<file path="src/rtl/cursor_plot_ctrl.sv">
// Board cursor and plot-request sequencer: edge-detected move/place/turn inputs
// drive a cursor plus erase/box/disk cell-draw requests over a valid/ready handshake.
module cursor_plot_ctrl #(
    parameter int BOARD_N    = 8,
    parameter int CELL_PITCH = 13,
    parameter int ORIGIN_X   = 9,
    parameter int ORIGIN_Y   = 9,
    parameter int WRAP       = 0,
    parameter int XW         = 8,
    parameter int YW         = 7
) (
    input  logic                       clock,
    input  logic                       resetn,
    input  logic                       move_up,
    input  logic                       move_down,
    input  logic                       move_left,
    input  logic                       move_right,
    input  logic                       place_disk,
    input  logic                       turn_side,
    input  logic                       draw_ready,
    output logic                       draw_req,
    output logic [XW-1:0]              x_plot,
    output logic [YW-1:0]              y_plot,
    output logic [1:0]                 select,
    output logic [$clog2(BOARD_N)-1:0] x,
    output logic [$clog2(BOARD_N)-1:0] y,
    output logic                       side,
    output logic                       busy
);
    localparam int IW = $clog2(BOARD_N);
    localparam logic [IW-1:0] MAX_I  = IW'(BOARD_N - 1);
    localparam logic [IW-1:0] ONE_I  = IW'(1);
    localparam logic [XW-1:0] X_ORG  = XW'(ORIGIN_X);
    localparam logic [YW-1:0] Y_ORG  = YW'(ORIGIN_Y);
    localparam logic [XW-1:0] X_STEP = XW'(CELL_PITCH);
    localparam logic [YW-1:0] Y_STEP = YW'(CELL_PITCH);
    localparam logic [XW-1:0] X_JUMP = XW'((BOARD_N - 1) * CELL_PITCH);
    localparam logic [YW-1:0] Y_JUMP = YW'((BOARD_N - 1) * CELL_PITCH);

    typedef enum logic [2:0] {ST_START, ST_IDLE, ST_ERASE, ST_BOX, ST_DISK} state_t;

    state_t          state_q, state_d;
    logic [5:0]      in_now, prev_q, prev_d, ev;
    logic [IW-1:0]   x_q, x_d, y_q, y_d;
    logic [XW-1:0]   cur_px_q, cur_px_d, old_px_q, old_px_d, x_plot_q, x_plot_d;
    logic [YW-1:0]   cur_py_q, cur_py_d, old_py_q, old_py_d, y_plot_q, y_plot_d;
    logic            side_q, side_d;
    logic [1:0]      select_q, select_d;

    logic            mv;
    logic [IW-1:0]   tx, ty;
    logic [XW-1:0]   tpx;
    logic [YW-1:0]   tpy;

    // bit order: turn, place, up, down, left, right
    assign in_now = {turn_side, place_disk, move_up, move_down, move_left, move_right};
    assign ev     = in_now & ~prev_q;

    // Target cell for the highest-priority move edge; mv=0 means a clamped no-op.
    always_comb begin
        mv  = 1'b0;
        tx  = x_q;
        ty  = y_q;
        tpx = cur_px_q;
        tpy = cur_py_q;
        if (ev[3]) begin
            if (y_q != '0)          begin ty = y_q - ONE_I; tpy = cur_py_q - Y_STEP; mv = 1'b1; end
            else if (WRAP != 0)     begin ty = MAX_I;       tpy = cur_py_q + Y_JUMP; mv = 1'b1; end
        end else if (ev[2]) begin
            if (y_q != MAX_I)       begin ty = y_q + ONE_I; tpy = cur_py_q + Y_STEP; mv = 1'b1; end
            else if (WRAP != 0)     begin ty = '0;          tpy = cur_py_q - Y_JUMP; mv = 1'b1; end
        end else if (ev[1]) begin
            if (x_q != '0)          begin tx = x_q - ONE_I; tpx = cur_px_q - X_STEP; mv = 1'b1; end
            else if (WRAP != 0)     begin tx = MAX_I;       tpx = cur_px_q + X_JUMP; mv = 1'b1; end
        end else if (ev[0]) begin
            if (x_q != MAX_I)       begin tx = x_q + ONE_I; tpx = cur_px_q + X_STEP; mv = 1'b1; end
            else if (WRAP != 0)     begin tx = '0;          tpx = cur_px_q - X_JUMP; mv = 1'b1; end
        end
    end

    always_comb begin
        state_d  = state_q;
        prev_d   = in_now;
        x_d      = x_q;
        y_d      = y_q;
        cur_px_d = cur_px_q;
        cur_py_d = cur_py_q;
        old_px_d = old_px_q;
        old_py_d = old_py_q;
        x_plot_d = x_plot_q;
        y_plot_d = y_plot_q;
        select_d = select_q;
        side_d   = ev[5] ? ~side_q : side_q;
        case (state_q)
            ST_START: begin
                state_d  = ST_BOX;
                x_plot_d = cur_px_q;
                y_plot_d = cur_py_q;
                select_d = 2'd1;
            end
            ST_IDLE: begin
                if (ev[4]) begin
                    state_d  = ST_DISK;
                    x_plot_d = cur_px_q;
                    y_plot_d = cur_py_q;
                    select_d = {1'b1, side_q};
                end else if (mv) begin
                    state_d  = ST_ERASE;
                    old_px_d = cur_px_q;
                    old_py_d = cur_py_q;
                    x_d      = tx;
                    y_d      = ty;
                    cur_px_d = tpx;
                    cur_py_d = tpy;
                    x_plot_d = cur_px_q;
                    y_plot_d = cur_py_q;
                    select_d = 2'd0;
                end
            end
            ST_ERASE: begin
                if (draw_ready) begin
                    state_d  = ST_BOX;
                    x_plot_d = cur_px_q;
                    y_plot_d = cur_py_q;
                    select_d = 2'd1;
                end
            end
            ST_BOX, ST_DISK: begin
                if (draw_ready) state_d = ST_IDLE;
            end
            default: state_d = ST_START;
        endcase
    end

    always_ff @(posedge clock or posedge resetn) begin
        if (resetn) begin
            state_q  <= ST_START;
            prev_q   <= '0;
            x_q      <= '0;
            y_q      <= '0;
            cur_px_q <= X_ORG;
            cur_py_q <= Y_ORG;
            old_px_q <= X_ORG;
            old_py_q <= Y_ORG;
            x_plot_q <= X_ORG;
            y_plot_q <= Y_ORG;
            select_q <= 2'd0;
            side_q   <= 1'b0;
        end else begin
            state_q  <= state_d;
            prev_q   <= prev_d;
            x_q      <= x_d;
            y_q      <= y_d;
            cur_px_q <= cur_px_d;
            cur_py_q <= cur_py_d;
            old_px_q <= old_px_d;
            old_py_q <= old_py_d;
            x_plot_q <= x_plot_d;
            y_plot_q <= y_plot_d;
            select_q <= select_d;
            side_q   <= side_d;
        end
    end

    // The erase payload is taken from cur_p*_q on ERASE entry, so old_p*_q only
    // records the vacated cell for observability.
    assign draw_req = (state_q == ST_ERASE) || (state_q == ST_BOX) || (state_q == ST_DISK);
    assign busy     = (state_q != ST_IDLE);
    assign x_plot   = x_plot_q;
    assign y_plot   = y_plot_q;
    assign select   = select_q;
    assign x        = x_q;
    assign y        = y_q;
    assign side     = side_q;
endmodule

</file>
<file path="config.mk">
export PLATFORM = sky130hd
export DESIGN_NAME = cursor_plot_ctrl
export DESIGN_NICKNAME = d
export VERILOG_FILES = /design/src/rtl/cursor_plot_ctrl.sv
export SDC_FILE = /design/constraint.sdc
export NUM_CORES = 1
export LEC_CHECK = 0
export CAP_MARGIN = 30
export CORE_ASPECT_RATIO = 1.4
export CORE_MARGIN = 1
export CORE_UTILIZATION = 49
export DETAILED_ROUTE_END_ITERATION = 7
export GPL_TIMING_DRIVEN = 0
export PLACE_DENSITY = 0.8
export SKIP_CTS_REPAIR_TIMING = 1
export SYNTH_ARGS = -nofsm -noshare
export SYNTH_HDL_FRONTEND = slang
export SYNTH_SLANG_ARGS = --single-unit
</file>
<file path="constraint.sdc">
create_clock -name clock -period 1.8 [get_ports clock]
set_input_delay 0.54 -clock clock [delete_from_list [all_inputs] [get_ports clock]]
set_output_delay 0.54 -clock clock [all_outputs]
set_load 0.005 [all_outputs]
</file>
==> reports/qor.txt <==
TritonCTS Buffers - 5
Worst-skew pair later-pin latency - 0.31 ns
Worst setup SP type - register
Max-slew headroom - 72.8%
Commonest non-fill, non-tap cell in the layout - buf_4
Failing checks - negative setup slack
Clk slew on worst S/H paths - 0.09 ns
Residual DRC - 0
RSZ-0062 raised after global routing - true
Synth warnings - 0
Clk Tree Root Cell - clkbuf_8
Port bufs - 34
Max incr delay on CP - 0.47 ns
Clock sink total - 48
F_max - 493 MHz
Total grt overflow - 0
Largest net degree at the start of global routing - 31
Area Growth Syn to Fin - 47.1%
Antenna viol nets, final - 0
Layout Nets - 325
Final setup fails - 31
Post-route setup slack - -0.227 ns
Design Area, Final - 3810 µm²
Core area - 4950 µm²
Cells along the critical path - nor3b_4, inv_2, nor2_4, nand3_4, o211ai_4, clkbuf_16, mux2_4
Syn avg cell area - 11.9 µm²
Reg-to-Reg Start - state_q[1]
Status - finished, violations left
Fin util - 76.8%
FFs w/ async S/R, synth - 100%
Mapped Cells - 217
GPL Wtd Cong - 0.825
Initial antenna violation count - 0
Sequential share of the synthesized area - 46.8%
Post-DP HPWL - 3460 µm
Max Cap Violations - 0
CTS tree - yes
Slowest cell on crit path - dfrtp_2
Die Area - 5580 µm²
Wirelength, routed - 6990 µm
H-Tree Depth - 2
Most frequent cells in the layout - buf_4, dfrtp_1, clkdlybuf4s50_1
Chip width - 63.4 µm
Via density - 5.64
DR vias - 2065
Worst-Margin Slew - 0.404 ns
Global-route wire length before repair - 8020 µm
Design Power - 6.93 mW
Pre-antenna DRT Iters - 4
Worst Hold Slack - 0.373 ns
Initial DRC Count - 127
Final period utilization - 113%
CTS Buffer Depth - 2
CP top delay family - simple AND/OR/NAND/NOR gates
Initial Util - 52.2%
Syn_nets - 241
Final Max Slew Viols - 0
Critical Path Source - state_q[1]
Arr. time, crit path - 2.23 ns
Die Ht - 88.0 µm
Hold Crit Start - move_right
Peak supply drop - 1.25 mV
Placed cell area - 3060 µm²
Share of layout cells above drive strength 1 - 44.7%
Setup Skew - 0.0101 ns
Fin. Hold Viols - 0
Flops & latches, synth - 48
PD cells - 1820 nW/µm²
Setup Crit Path Kind - register to register
Crit path max fanout - 4
Number of antenna diodes - 0
Site Rows - 30
Wirelength per Cell - 19.1 µm
Post-Syn Area - 2590 µm²
Tot GR Track Use - 18.5%
Fill count - 292
Min Clock Period, post-route - 2.03 ns
Hold Crit Class - input pin to register
I/O pins - 35
WP data required - 2.00 ns
WP buf/inv - 2
CP Capture Type - register
Post-synth EDFFs - 0
Leak - 1.81 nW
Synth Flop Type - dfrtp_1
Synth cell types - 48
Vias in the first global route - 1796
[final timing paths]
path                               endpoint  slack [ns]  cells after the start
worst min register to register  cur_py_q[6]        0.49                      1
min in group asynchronous         y_plot[4]        0.54                      2
worst max-delay path              y_plot[2]       -0.23                      7
max in group asynchronous       cur_px_q[0]        0.69                      3
worst max register to register    y_plot[2]       -0.23                      7
worst min-delay path              prev_q[0]        0.37                      1
[synth_stat cells, types with 2 or more instances]
library cell | n | area [µm²]
mux2_2 | 12 | 135
xnor2_1 | 13 | 114
a21o_1 | 3 | 22.5
nor3_1 | 3 | 15.0
nor2_1 | 10 | 37.5
a22oi_1 | 2 | 15.0
o31ai_1 | 2 | 15.0
o21a_1 | 6 | 45.0
mux2_4 | 8 | 120
nand2b_1 | 5 | 31.3
o22ai_1 | 2 | 12.5
a21oi_1 | 9 | 45.0
o21bai_1 | 2 | 15.0
inv_1 | 17 | 63.8
mux2i_1 | 5 | 50.1
fa_1 | 4 | 80.1
dfstp_2 | 8 | 210
dfrtp_1 | 40 | 1000
ha_1 | 11 | 138
o21ai_0 | 12 | 60.1
nand3_1 | 3 | 15.0
nand2_1 | 9 | 33.8
a211oi_1 | 2 | 15.0
nor2b_1 | 2 | 12.5
xor2_1 | 4 | 35.0
[flip-flops by register name (all words and copies together), names as in the netlist]
| register | count |
|---|---|
| cur_px_q | 8 |
| x_plot | 8 |
| cur_py_q | 7 |
| y_plot | 7 |
| prev_q | 6 |
| state_q | 3 |
| x | 3 |
| y | 3 |
| select | 2 |
| side | 1 |
[per-layer routing]
layer,track usage [%],part of all wire [%],up-vias
met2,33.5,56,69
met4,8.47,2.5,0
met1,21.1,38,1048
li1,-,-,930
met3,3.52,3.8,18
met5,0,0,-
[layout make-up]
| class | count | area (µm²) | area share (%) |
|---|---|---|---|
| buffer | 2 | 27.5 | 0.723 |
| clock buffer | 7 | 96.3 | 2.53 |
| clock inverter | 1 | 30.0 | 0.789 |
| inverter | 18 | 77.6 | 2.04 |
| multi-input combinational | 149 | 1510 | 39.5 |
| sequential | 48 | 1220 | 32.1 |
| tap | 64 | 80.1 | 2.10 |
| timing repair buffer | 77 | 767 | 20.2 |
[logic make-up (layout without fill, tap and decap cells)]
family                     count (synthesis)  count (layout)  synth area share [%]
adders and majority gates                 16              16                  8.80
muxes                                     25              25                  11.8
and+or+nand+nor                           42              43                  9.67
xor gates and xnor gates                  17              17                  5.75
AOI/OAI and AO/OA                         48              48                  13.2
DFF                                       48              48                  46.8
buffers and inverters                     21             105                  4.01
[through the flow]
stage | cells | worst slack, ns | setup TNS, ns
floorplan | 217 | -0.184 | -2.28
global placement | 315 | -0.884 | -64.01
detailed placement | 316 | -0.900 | -29.84
CTS | 324 | -0.575 | -17.89
global route | 366 | -0.320 | -6.45
finish | 366 | -0.227 | -4.42
[power by group]
group          switching (mW)  total [mW]  internal, mW
logic                    1.59        3.97          2.38
registers               0.468        2.09          1.63
clock network           0.376       0.867         0.490
Note: power is estimated with default switching activity, not from simulation.
